<file path="config.mk">
export PLATFORM = sky130hd
export DESIGN_NAME = uart_frame_bridge
export DESIGN_NICKNAME = d
export VERILOG_FILES = /design/src/rtl/uart_frame_bridge.sv
export SDC_FILE = /design/constraint.sdc
export NUM_CORES = 1
export LEC_CHECK = 0
export CORE_MARGIN = 2
export CORE_UTILIZATION = 40
export CTS_CLUSTER_SIZE = 14
export DETAILED_ROUTE_END_ITERATION = 7
export GPL_ROUTABILITY_DRIVEN = 0
export PLACE_DENSITY = 0.72
export SYNTH_ARGS = -nofsm -noshare
export SYNTH_HDL_FRONTEND = slang
export SYNTH_SLANG_ARGS = --single-unit
</file>
<file path="constraint.sdc">
create_clock -name clk -period 4.05 [get_ports clk]
set_input_delay 0.81 -clock clk [delete_from_list [all_inputs] [get_ports clk]]
set_output_delay 0.81 -clock clk [all_outputs]
set_load 0.01 [all_outputs]
</file>
<file path="src/rtl/uart_frame_bridge.sv">
`timescale 1ns/1ps
`default_nettype none
// ============================================================================
// Module   : uart_frame_bridge
// Brief    : Collects UART bytes into a sorter frame and serialises the sorted
//            result frame back out through the UART transmitter.
// Revision : 1.0 - initial release
// ============================================================================
module uart_frame_bridge #(
    parameter int NUM_ELEMS      = 8,
    parameter int ELEM_W         = 16,
    parameter int TIMEOUT_CYCLES = 1_000_000
) (
    input  logic                        clk,
    input  logic                        rst,
    input  logic                        rx_valid,
    input  logic [7:0]                  rx_byte,
    output logic [NUM_ELEMS*ELEM_W-1:0] frame_data,
    output logic                        frame_valid,
    input  logic                        frame_ready,
    input  logic [NUM_ELEMS*ELEM_W-1:0] result_data,
    input  logic                        result_valid,
    output logic                        result_ready,
    output logic [7:0]                  tx_byte,
    output logic                        tx_start,
    input  logic                        tx_busy,
    output logic                        rx_overrun,
    output logic                        timeout_flush
);

    localparam int c_BPE         = ELEM_W / 8;
    localparam int c_FRAME_BYTES = NUM_ELEMS * c_BPE;
    localparam int c_CNT_W       = $clog2(c_FRAME_BYTES);
    localparam int c_TO_W        = (TIMEOUT_CYCLES > 1) ? $clog2(TIMEOUT_CYCLES) : 1;
    localparam bit c_TO_EN       = (TIMEOUT_CYCLES != 0);

    localparam logic [c_CNT_W-1:0] c_CNT_LAST = c_CNT_W'(c_FRAME_BYTES - 1);
    localparam logic [c_TO_W-1:0]  c_TO_LAST  = c_TO_W'((TIMEOUT_CYCLES > 0) ? TIMEOUT_CYCLES - 1 : 0);

    localparam logic [0:0] c_RX_COLLECT = 1'b0;
    localparam logic [0:0] c_RX_HOLD    = 1'b1;

    localparam logic [1:0] c_TX_IDLE  = 2'd0;
    localparam logic [1:0] c_TX_START = 2'd1;
    localparam logic [1:0] c_TX_WAIT  = 2'd2;

    // ------------------------------------------------------------------ RX
    logic [0:0]         r_rx_state, w_rx_state_nxt;
    logic [c_CNT_W-1:0] r_cnt, w_cnt_nxt;
    logic [c_TO_W-1:0]  r_idle, w_idle_nxt;
    logic [7:0]         r_bytes [c_FRAME_BYTES];
    logic               r_frame_valid;
    logic               r_overrun;
    logic               r_flush;
    logic               w_wr_en;
    logic [c_CNT_W-1:0] w_wr_idx;
    logic               w_flush;
    logic               w_overrun;

    always_comb begin
        w_rx_state_nxt = r_rx_state;
        w_cnt_nxt      = r_cnt;
        w_idle_nxt     = r_idle;
        w_wr_en        = 1'b0;
        w_wr_idx       = r_cnt;
        w_flush        = 1'b0;
        w_overrun      = 1'b0;
        case (r_rx_state)
            c_RX_COLLECT: begin
                if (rx_valid) begin
                    w_wr_en    = 1'b1;
                    w_idle_nxt = '0;
                    if (r_cnt == c_CNT_LAST) begin
                        w_cnt_nxt      = '0;
                        w_rx_state_nxt = c_RX_HOLD;
                    end else begin
                        w_cnt_nxt = r_cnt + 1'b1;
                    end
                end else if (c_TO_EN && (r_cnt != '0)) begin
                    // This cycle is the TIMEOUT_CYCLES-th idle one: flush now
                    if (r_idle == c_TO_LAST) begin
                        w_flush    = 1'b1;
                        w_cnt_nxt  = '0;
                        w_idle_nxt = '0;
                    end else begin
                        w_idle_nxt = r_idle + 1'b1;
                    end
                end
            end
            c_RX_HOLD: begin
                if (frame_ready) begin
                    w_rx_state_nxt = c_RX_COLLECT;
                    w_idle_nxt     = '0;
                    if (rx_valid) begin
                        w_wr_en   = 1'b1;
                        w_wr_idx  = '0;
                        w_cnt_nxt = c_CNT_W'(1);
                    end
                end else if (rx_valid) begin
                    w_overrun = 1'b1;
                end
            end
            default: w_rx_state_nxt = c_RX_COLLECT;
        endcase
    end

    always_ff @(posedge clk or negedge rst) begin
        if (!rst) begin
            r_rx_state    <= c_RX_COLLECT;
            r_cnt         <= '0;
            r_idle        <= '0;
            r_frame_valid <= 1'b0;
            r_overrun     <= 1'b0;
            r_flush       <= 1'b0;
            for (int i = 0; i < c_FRAME_BYTES; i++) r_bytes[i] <= '0;
        end else begin
            r_rx_state    <= w_rx_state_nxt;
            r_cnt         <= w_cnt_nxt;
            r_idle        <= w_idle_nxt;
            r_frame_valid <= (w_rx_state_nxt == c_RX_HOLD);
            r_overrun     <= w_overrun;
            r_flush       <= w_flush;
            if (w_flush) begin
                for (int i = 0; i < c_FRAME_BYTES; i++) r_bytes[i] <= '0;
            end else if (w_wr_en) begin
                r_bytes[w_wr_idx] <= rx_byte;
            end
        end
    end

    for (genvar gi = 0; gi < c_FRAME_BYTES; gi++) begin : g_pack
        assign frame_data[gi*8 +: 8] = r_bytes[gi];
    end

    assign frame_valid   = r_frame_valid;
    assign rx_overrun    = r_overrun;
    assign timeout_flush = r_flush;

    // ------------------------------------------------------------------ TX
    logic [1:0]         r_tx_state, w_tx_state_nxt;
    logic [c_CNT_W-1:0] r_idx, w_idx_nxt;
    logic [7:0]         r_res [c_FRAME_BYTES];
    logic               r_wait_min, w_wait_min_nxt;
    logic               r_tx_start;
    logic [7:0]         r_tx_byte;
    logic               w_capture;
    logic               w_start;
    logic [7:0]         w_start_byte;
    logic [7:0]         w_cur_byte;

    assign w_cur_byte = r_res[r_idx];

    always_comb begin
        w_tx_state_nxt = r_tx_state;
        w_idx_nxt      = r_idx;
        w_wait_min_nxt = r_wait_min;
        w_capture      = 1'b0;
        w_start        = 1'b0;
        w_start_byte   = r_tx_byte;
        case (r_tx_state)
            c_TX_IDLE: begin
                if (result_valid) begin
                    w_capture = 1'b1;
                    w_idx_nxt = '0;
                    // Issue byte 0 straight from the handshake so tx_start follows by one cycle
                    if (!tx_busy) begin
                        w_start        = 1'b1;
                        w_start_byte   = result_data[7:0];
                        w_wait_min_nxt = 1'b0;
                        w_tx_state_nxt = c_TX_WAIT;
                    end else begin
                        w_tx_state_nxt = c_TX_START;
                    end
                end
            end
            c_TX_START: begin
                if (!tx_busy) begin
                    w_start        = 1'b1;
                    w_start_byte   = w_cur_byte;
                    w_wait_min_nxt = 1'b0;
                    w_tx_state_nxt = c_TX_WAIT;
                end
            end
            c_TX_WAIT: begin
                if (!r_wait_min) begin
                    w_wait_min_nxt = 1'b1;
                end else if (!tx_busy) begin
                    if (r_idx == c_CNT_LAST) begin
                        w_tx_state_nxt = c_TX_IDLE;
                    end else begin
                        w_idx_nxt      = r_idx + 1'b1;
                        w_tx_state_nxt = c_TX_START;
                    end
                end
            end
            default: w_tx_state_nxt = c_TX_IDLE;
        endcase
    end

    always_ff @(posedge clk or negedge rst) begin
        if (!rst) begin
            r_tx_state <= c_TX_IDLE;
            r_idx      <= '0;
            r_wait_min <= 1'b0;
            r_tx_start <= 1'b0;
            r_tx_byte  <= '0;
            for (int i = 0; i < c_FRAME_BYTES; i++) r_res[i] <= '0;
        end else begin
            r_tx_state <= w_tx_state_nxt;
            r_idx      <= w_idx_nxt;
            r_wait_min <= w_wait_min_nxt;
            r_tx_start <= w_start;
            if (w_start) r_tx_byte <= w_start_byte;
            if (w_capture) begin
                for (int i = 0; i < c_FRAME_BYTES; i++) r_res[i] <= result_data[i*8 +: 8];
            end
        end
    end

    assign tx_start     = r_tx_start;
    assign tx_byte      = r_tx_byte;
    assign result_ready = (r_tx_state == c_TX_IDLE);

endmodule
`default_nettype wire

</file>
==> run metrics, run 1 <==
run status=finished, final reports clean; Port Buf Inserts=282; Fin Setup TNS=0 ps; Buf/Inv on CP=2; Synth Register Bits=299; postcts setup bufs=0; mapped cell area=0.0132 mm^2; fin crit period=2850 ps; slowest CP cell=nor3_2; Clock Tree Buf Depth=3; dpl ws=748 ps; # IOs=283; global-route wire length before repair=56.3 mm; antenna violations before repair=3; drt drc=0; post_cts resized=0; fmax=351 MHz; fin util=54.2%; # nets final=1499; largest fanout on the critical path=12; Setup CP Type=input pin to flip-flop; worst skew pair latency=510 ps; Leak=7.44 nW; post-synth top area share=56.7%; RSZ-0062 raised after global routing=false; EDFF count, synth=0; multiplexer area fraction after synthesis=22.4%; Total Wirelength=37.1 mm; syn_nets=1239; vias in the first global route=9689; CP startpoint=rx_valid; complex-gate fraction of the synthesized area=5.92%; final slew viol count=0; CTS Buf Count=34; post-route setup slack=1200 ps; Sink Count=299; worst slew pin tran=1190 ps; Largest stage delay, worst path=700 ps; ANT nets after route=0; GRT Util Overall=21.2%; CP endpoint kind=flip-flop; switch share=31.5%; Core Box Area=0.0325 mm^2; clock-pin slew on the worst setup and hold paths=60 ps; Critical Path RT=4380 ps; Most used DFF post-synth=dfrtp_1; Synth async-reset ratio=100%; Initial Utilization=40.6%; sequential share of power=39.5%; post-synthesis simple-gate area fraction=10.9%; min-delay worst type=input pin to asynchronous set/reset pin; CTS root buf=clkbuf_16; # rows=66; Critical Path, Cell by Cell=clkdlybuf4s50_1 > nand2b_1 > nor3_2 > buf_4 > nand2_1 > nand2_1 > a21oi_1; Logic pwr share=37.1%; top cells by area, synth=dfrtp_1 (57%), mux2_2 (11%), mux2i_1 (6.1%), mux4_2 (5.5%), nor2_1 (3.2%); largest net degree at the start of global routing=122; max-cap violation count=0; Wirelength per Cell=20.4 um; Worst EP arrival=3180 ps; YS warnings=0; Max-slew headroom=20.4%; cell mode on critical path=nand2_1; Post-Synth Adder-Cell Area=0.379%; clock skew after layout=28.0 ps; proportion of layout cells with a drive suffix above 1=18.1%; Yosys top cell by area=dfrtp_1; Pre-Repair DR Iteration Count=5; register area share after synthesis=56.7%; Sw Pwr=4.17 mW; Cells after Synth=1093; crit share post-route=70.3%; First DRT Iteration DRCs=749; Pint=9.09 mW; via/cell ratio=5.29; width of the die=186 um; clock tree from TritonCTS=yes; largest family of logic cells by synthesized area=multiplexers; Post-Synth XOR/XNOR Area=0.863%; CP delay by family, top=simple AND/OR/NAND/NOR gates; VDD IR-drop max=0.474 mV; final hold violations=0; Synth cell types=52; final global-route overflow total=0; Mapped Avg Cell Area=12.1 um^2; Hold-fix buffers, CTS=0; Via Count=9620; H-tree depth=2; CP Launch Type=input pin; Clock Power Share=23.4%; Die Y=186 um; post-DP HPWL=25.2 mm; top-count cell post-synth=dfrtp_1; reg-to-reg critical path startpoint=r_idle[11]; P&R area growth vs syn=33.7%; Setup violations, final=0; Pwr Density=752 mW/mm^2; Commonest cells post-synth=dfrtp_1 (299), mux2_2 (128), nor2_1 (111), mux2i_1 (80), nand2_1 (79); die area=0.0345 mm^2
[stage by stage]
step | cells | power [mW] | hold slack [ps] | area [um^2]
after floorplan | 1093 | 7.82 | 475 | 13200
after global placement | 1759 | 10.1 | 484 | 16500
after detailed placement | 1759 | 10.2 | 491 | 16500
after CTS | 1816 | 13.4 | 437 | 17600
after global routing | 1819 | 14.0 | 465 | 17600
final | 1820 | 13.3 | 363 | 17600
[power by group through the flow]
stage	logic [mW]	registers [mW]	clock network, mW
2_1_floorplan	2.57	5.25	0
3_3_place_gp	4.85	5.22	0
3_5_place_dp	4.95	5.28	0
4_1_cts	4.98	5.25	3.17
5_1_grt	5.33	5.41	3.30
6_report	4.92	5.24	3.11
[worst reg2reg max path: cells and delay by family (launching register included)]
family | cells | cell delay (ps)
AND/OR/NAND/NOR | 3 | 1270
buffers and inverters | 1 | 700
flip-flops | 1 | 450
AO/OA/AOI/OAI | 1 | 190
[cell families (layout without fill, tap and decap cells)]
logic type      count (synthesis)  in the layout
compound gates                135            135
xor+xnor                       13             13
fa+ha+maj                       4              4
buf+inv                        89            370
flops                         299            299
mux                           240            240
other cells                     0              4
simple gates                  313            313
[final cells by class]
class | instances | area (um^2)
Fill cell | 2757 | 14900
Inverter | 6 | 22.5
Clock buffer | 50 | 1000
Clock inverter | 7 | 133
Tap cell | 442 | 553
Timing Repair Buffer | 307 | 3050
Multi-Input combinational cell | 705 | 5390
Sequential cell | 299 | 7480
Antenna cell | 4 | 10.0
[registers in the layout (all words and copies together) (netlist names), 2 cells and up]
register	cells
frame_data	128
r_res	128
r_idle	20
tx_byte	8
r_cnt	4
r_idx	4
r_tx_state	2
[path summary, 6_finish.rpt]
path	end	slack [ps]	cells past startpoint
max	frame_data[84]	1200	7
min	frame_data[119]	360	1
max reg2reg	frame_data[50]	1250	5
min reg2reg	r_res[108]	500	1
max in group asynchronous	r_res[50]	2650	2
min in group clk	r_res[108]	500	1
[layout by cell type, fill, tap and decap left out, types with 9 or more instances in the layout]
cell type        instances
dfrtp_1                298
clkdlybuf4s50_1        281
mux2_2                 128
nor2_1                 111
mux2i_1                 80
nand2_1                 79
a21oi_1                 77
nand3_1                 58
clkbuf_16               35
mux4_2                  32
buf_4                   22
o21ai_0                 18
a22oi_1                 16
nor3_1                  10
xnor2_1                  9
[metal layers]
metal	part of all wire, %	track usage (%)	vias up
met2	49	34.9	304
met1	42	28.3	4864
met5	0	0	-
met3	7.0	4.93	52
li1	-	-	4400
met4	2.3	6.11	0
No activity file was read; power rests on OpenSTA's default activity.
==> run 2, diff against run 1 <==
--- a/config.mk
+++ b/config.mk
@@ -10,7 +10,7 @@
 export CTS_CLUSTER_SIZE = 14
 export DETAILED_ROUTE_END_ITERATION = 7
 export GPL_ROUTABILITY_DRIVEN = 0
-export PLACE_DENSITY = 0.72
+export PLACE_DENSITY = 0.75
 export SYNTH_ARGS = -nofsm -noshare
 export SYNTH_HDL_FRONTEND = slang
 export SYNTH_SLANG_ARGS = --single-unit
==> constraint.sdc (replaced) <==
create_clock -name clk -period 2.6 [get_ports clk]
set_input_delay 0.52 -clock clk [delete_from_list [all_inputs] [get_ports clk]]
set_output_delay 0.52 -clock clk [all_outputs]
set_load 0.01 [all_outputs]
==> run 2 against run 1 <==
Setup slack worse by 1000 ps. Count of clock-buffer cells in the layout down 1. Total power up 58%. Non-clock buffer count up 28. Hold slack better by 140 ps. Cell area up 2.0%. Routed wire length down 0.76%. Clock power up 61%.
==> run metrics, run 2 (same netlist as run 1, synthesis figures left out) <==
via/cell ratio=5.34 (was 5.29); Total Wirelength=36.8 mm (was 37.1 mm); dpl ws=84.1 ps (was 748 ps); slowest CP cell=or4_1 (was nor3_2); worst slew pin tran=745 ps (was 1190 ps); Critical Path RT=2960 ps (was 4380 ps); Placed Instance Area=0.0168 mm^2 (was 0.0165 mm^2); most frequent cells in the layout=dfrtp_1 (298), clkdlybuf4s50_1 (281), mux2_2 (128) (unchanged); run status=finished, final reports clean (unchanged); crit share post-route=92.1%; final slew viol count=0 (unchanged); Port Buf Inserts=282 (unchanged); Post-Layout Cell Count=1851 (was 1820); reg2reg setup slack=210 ps (was 1250 ps); Leak=7.63 nW (was 7.44 nW); clock tree from TritonCTS=yes (unchanged); Wirelength per Cell=19.9 um (was 20.4 um); Pwr Total=20.9 mW (was 13.3 mW); most common cell after layout, fill and taps aside=dfrtp_1 (unchanged); final hold violations=0 (unchanged); placed cell count=1786 (was 1759); Largest stage delay, worst path=570 ps (was 700 ps); CTS Buf Count=34 (unchanged); postcts setup bufs=0 (unchanged); largest net degree at the start of global routing=89 (was 122); fin area=0.0180 mm^2 (was 0.0176 mm^2); max-cap violation count=0 (unchanged); ANT nets after route=0 (unchanged); Die Y=186 um (unchanged); clock skew after layout=21.4 ps (was 28.0 ps); GRT Util Overall=21.3% (was 21.2%); worst skew pair latency=510 ps (about the same); CP endpoint kind=flip-flop (unchanged); vias in the first global route=9991 (was 9689); P&R area growth vs syn=36.4% (was 33.7%); # rows=66 (unchanged); Fin Setup TNS=0 ps (unchanged); Pwr Density=1160 mW/mm^2 (was 752 mW/mm^2); CTS root buf=clkbuf_16 (unchanged); Core Box Area=0.0325 mm^2 (unchanged); Initial Utilization=40.6% (unchanged); # IOs=283 (unchanged); First DRT Iteration DRCs=728 (was 749); Setup CP Type=flip-flop to flip-flop (was input pin to flip-flop); VDD IR-drop max=0.676 mV (was 0.474 mV); fmax=418 MHz; filler instances=2765 (was 2757); Via Count=9877 (was 9620); min-delay worst type=flip-flop to flip-flop (was input pin to asynchronous set/reset pin); Max-slew headroom=50.2% (was 20.4%); drt drc=0 (unchanged); Critical Path, Cell by Cell=or4_1 > or4_1 > nor3_4 > buf_4 > nor2_1 (was clkdlybuf4s50_1 > nand2b_1 > nor3_2 > buf_4 > nand2_1 > nand2_1 > a21oi_1); antenna violations before repair=2 (was 3); Worst EP arrival=2760 ps (was 3180 ps); cell mode on critical path=or4_1 (was nand2_1); Pre-Repair DR Iteration Count=5 (unchanged); largest fanout on the critical path=35 (was 12); clock-pin slew on the worst setup and hold paths=60 ps (about the same); global-route wire length before repair=57.3 mm (was 56.3 mm); worst hold margin=500 ps (was 363 ps); post-DP HPWL=25.5 mm (was 25.2 mm); Sink Count=299 (unchanged); final global-route overflow total=0 (unchanged); fin util=55.3% (was 54.2%); die area=0.0345 mm^2 (unchanged); # nets final=1527 (was 1499); CP Launch Type=flip-flop (was input pin); post-route setup slack=205 ps (was 1200 ps); width of the die=186 um (unchanged); RSZ-0062 raised after global routing=false (unchanged); fin crit period=2390 ps; proportion of layout cells with a drive suffix above 1=20.1% (was 18.1%); H-tree depth=2 (unchanged); Clock Tree Buf Depth=3 (unchanged); Setup violations, final=0 (unchanged)
==> run 2: timing repair <==
item,CTS,global route
hold endpoints to repair,46,0
gates resized for setup,0,0
hold buffers,1,0
==> run 2: power breakdown <==
group / internal, mW / switching (mW) / leakage, nW / total, mW
sequential: 6.78 / 1.32 / 3.67 / 8.09
clock: 3.08 / 1.92 / 0.583 / 5.00
combinational: 4.53 / 3.32 / 3.38 / 7.84
total: 14.4 / 6.55 / 7.63 / 20.9
==> run 2: layout make-up <==
cell class | instances | area (um^2) | area share [%]
antenna | 2 | 5.00 | 0.0278
clock buffer | 49 | 997 | 5.54
clock inverter | 13 | 190 | 1.06
inverter | 6 | 22.5 | 0.125
multi-input combinational | 705 | 5390 | 29.9
sequential | 299 | 7480 | 41.6
tap | 442 | 553 | 3.07
timing repair buffer | 335 | 3370 | 18.7
==> run 2: path summary, 6_finish.rpt <==
path	depth (start not counted)	start	end
max	5	r_idle[11]	frame_data[68]
min	1	r_res[105]	r_res[105]
max reg2reg	5	r_idle[11]	frame_data[68]
min reg2reg	1	r_res[105]	r_res[105]
max in group asynchronous	3	rst	r_res[9]
min in group asynchronous	2	rst	timeout_flush
==> run 2: worst max-delay path, delay by kind of cell, from the launching register on <==
kind,cells,cell delay (ps)
and+or+nand+nor,4,1410
DFF,1,430
buffers and inverters,1,390
==> run 2: layer usage <==
metal / global-route usage (%) / routed length, um / up-vias
li1: - / - / 4473
met5: 0 / 0 / -
met1: 29.0 / 15500 / 4965
met4: 6.96 / 1040 / 0
met2: 34.8 / 17900 / 372
met3: 3.80 / 2260 / 67
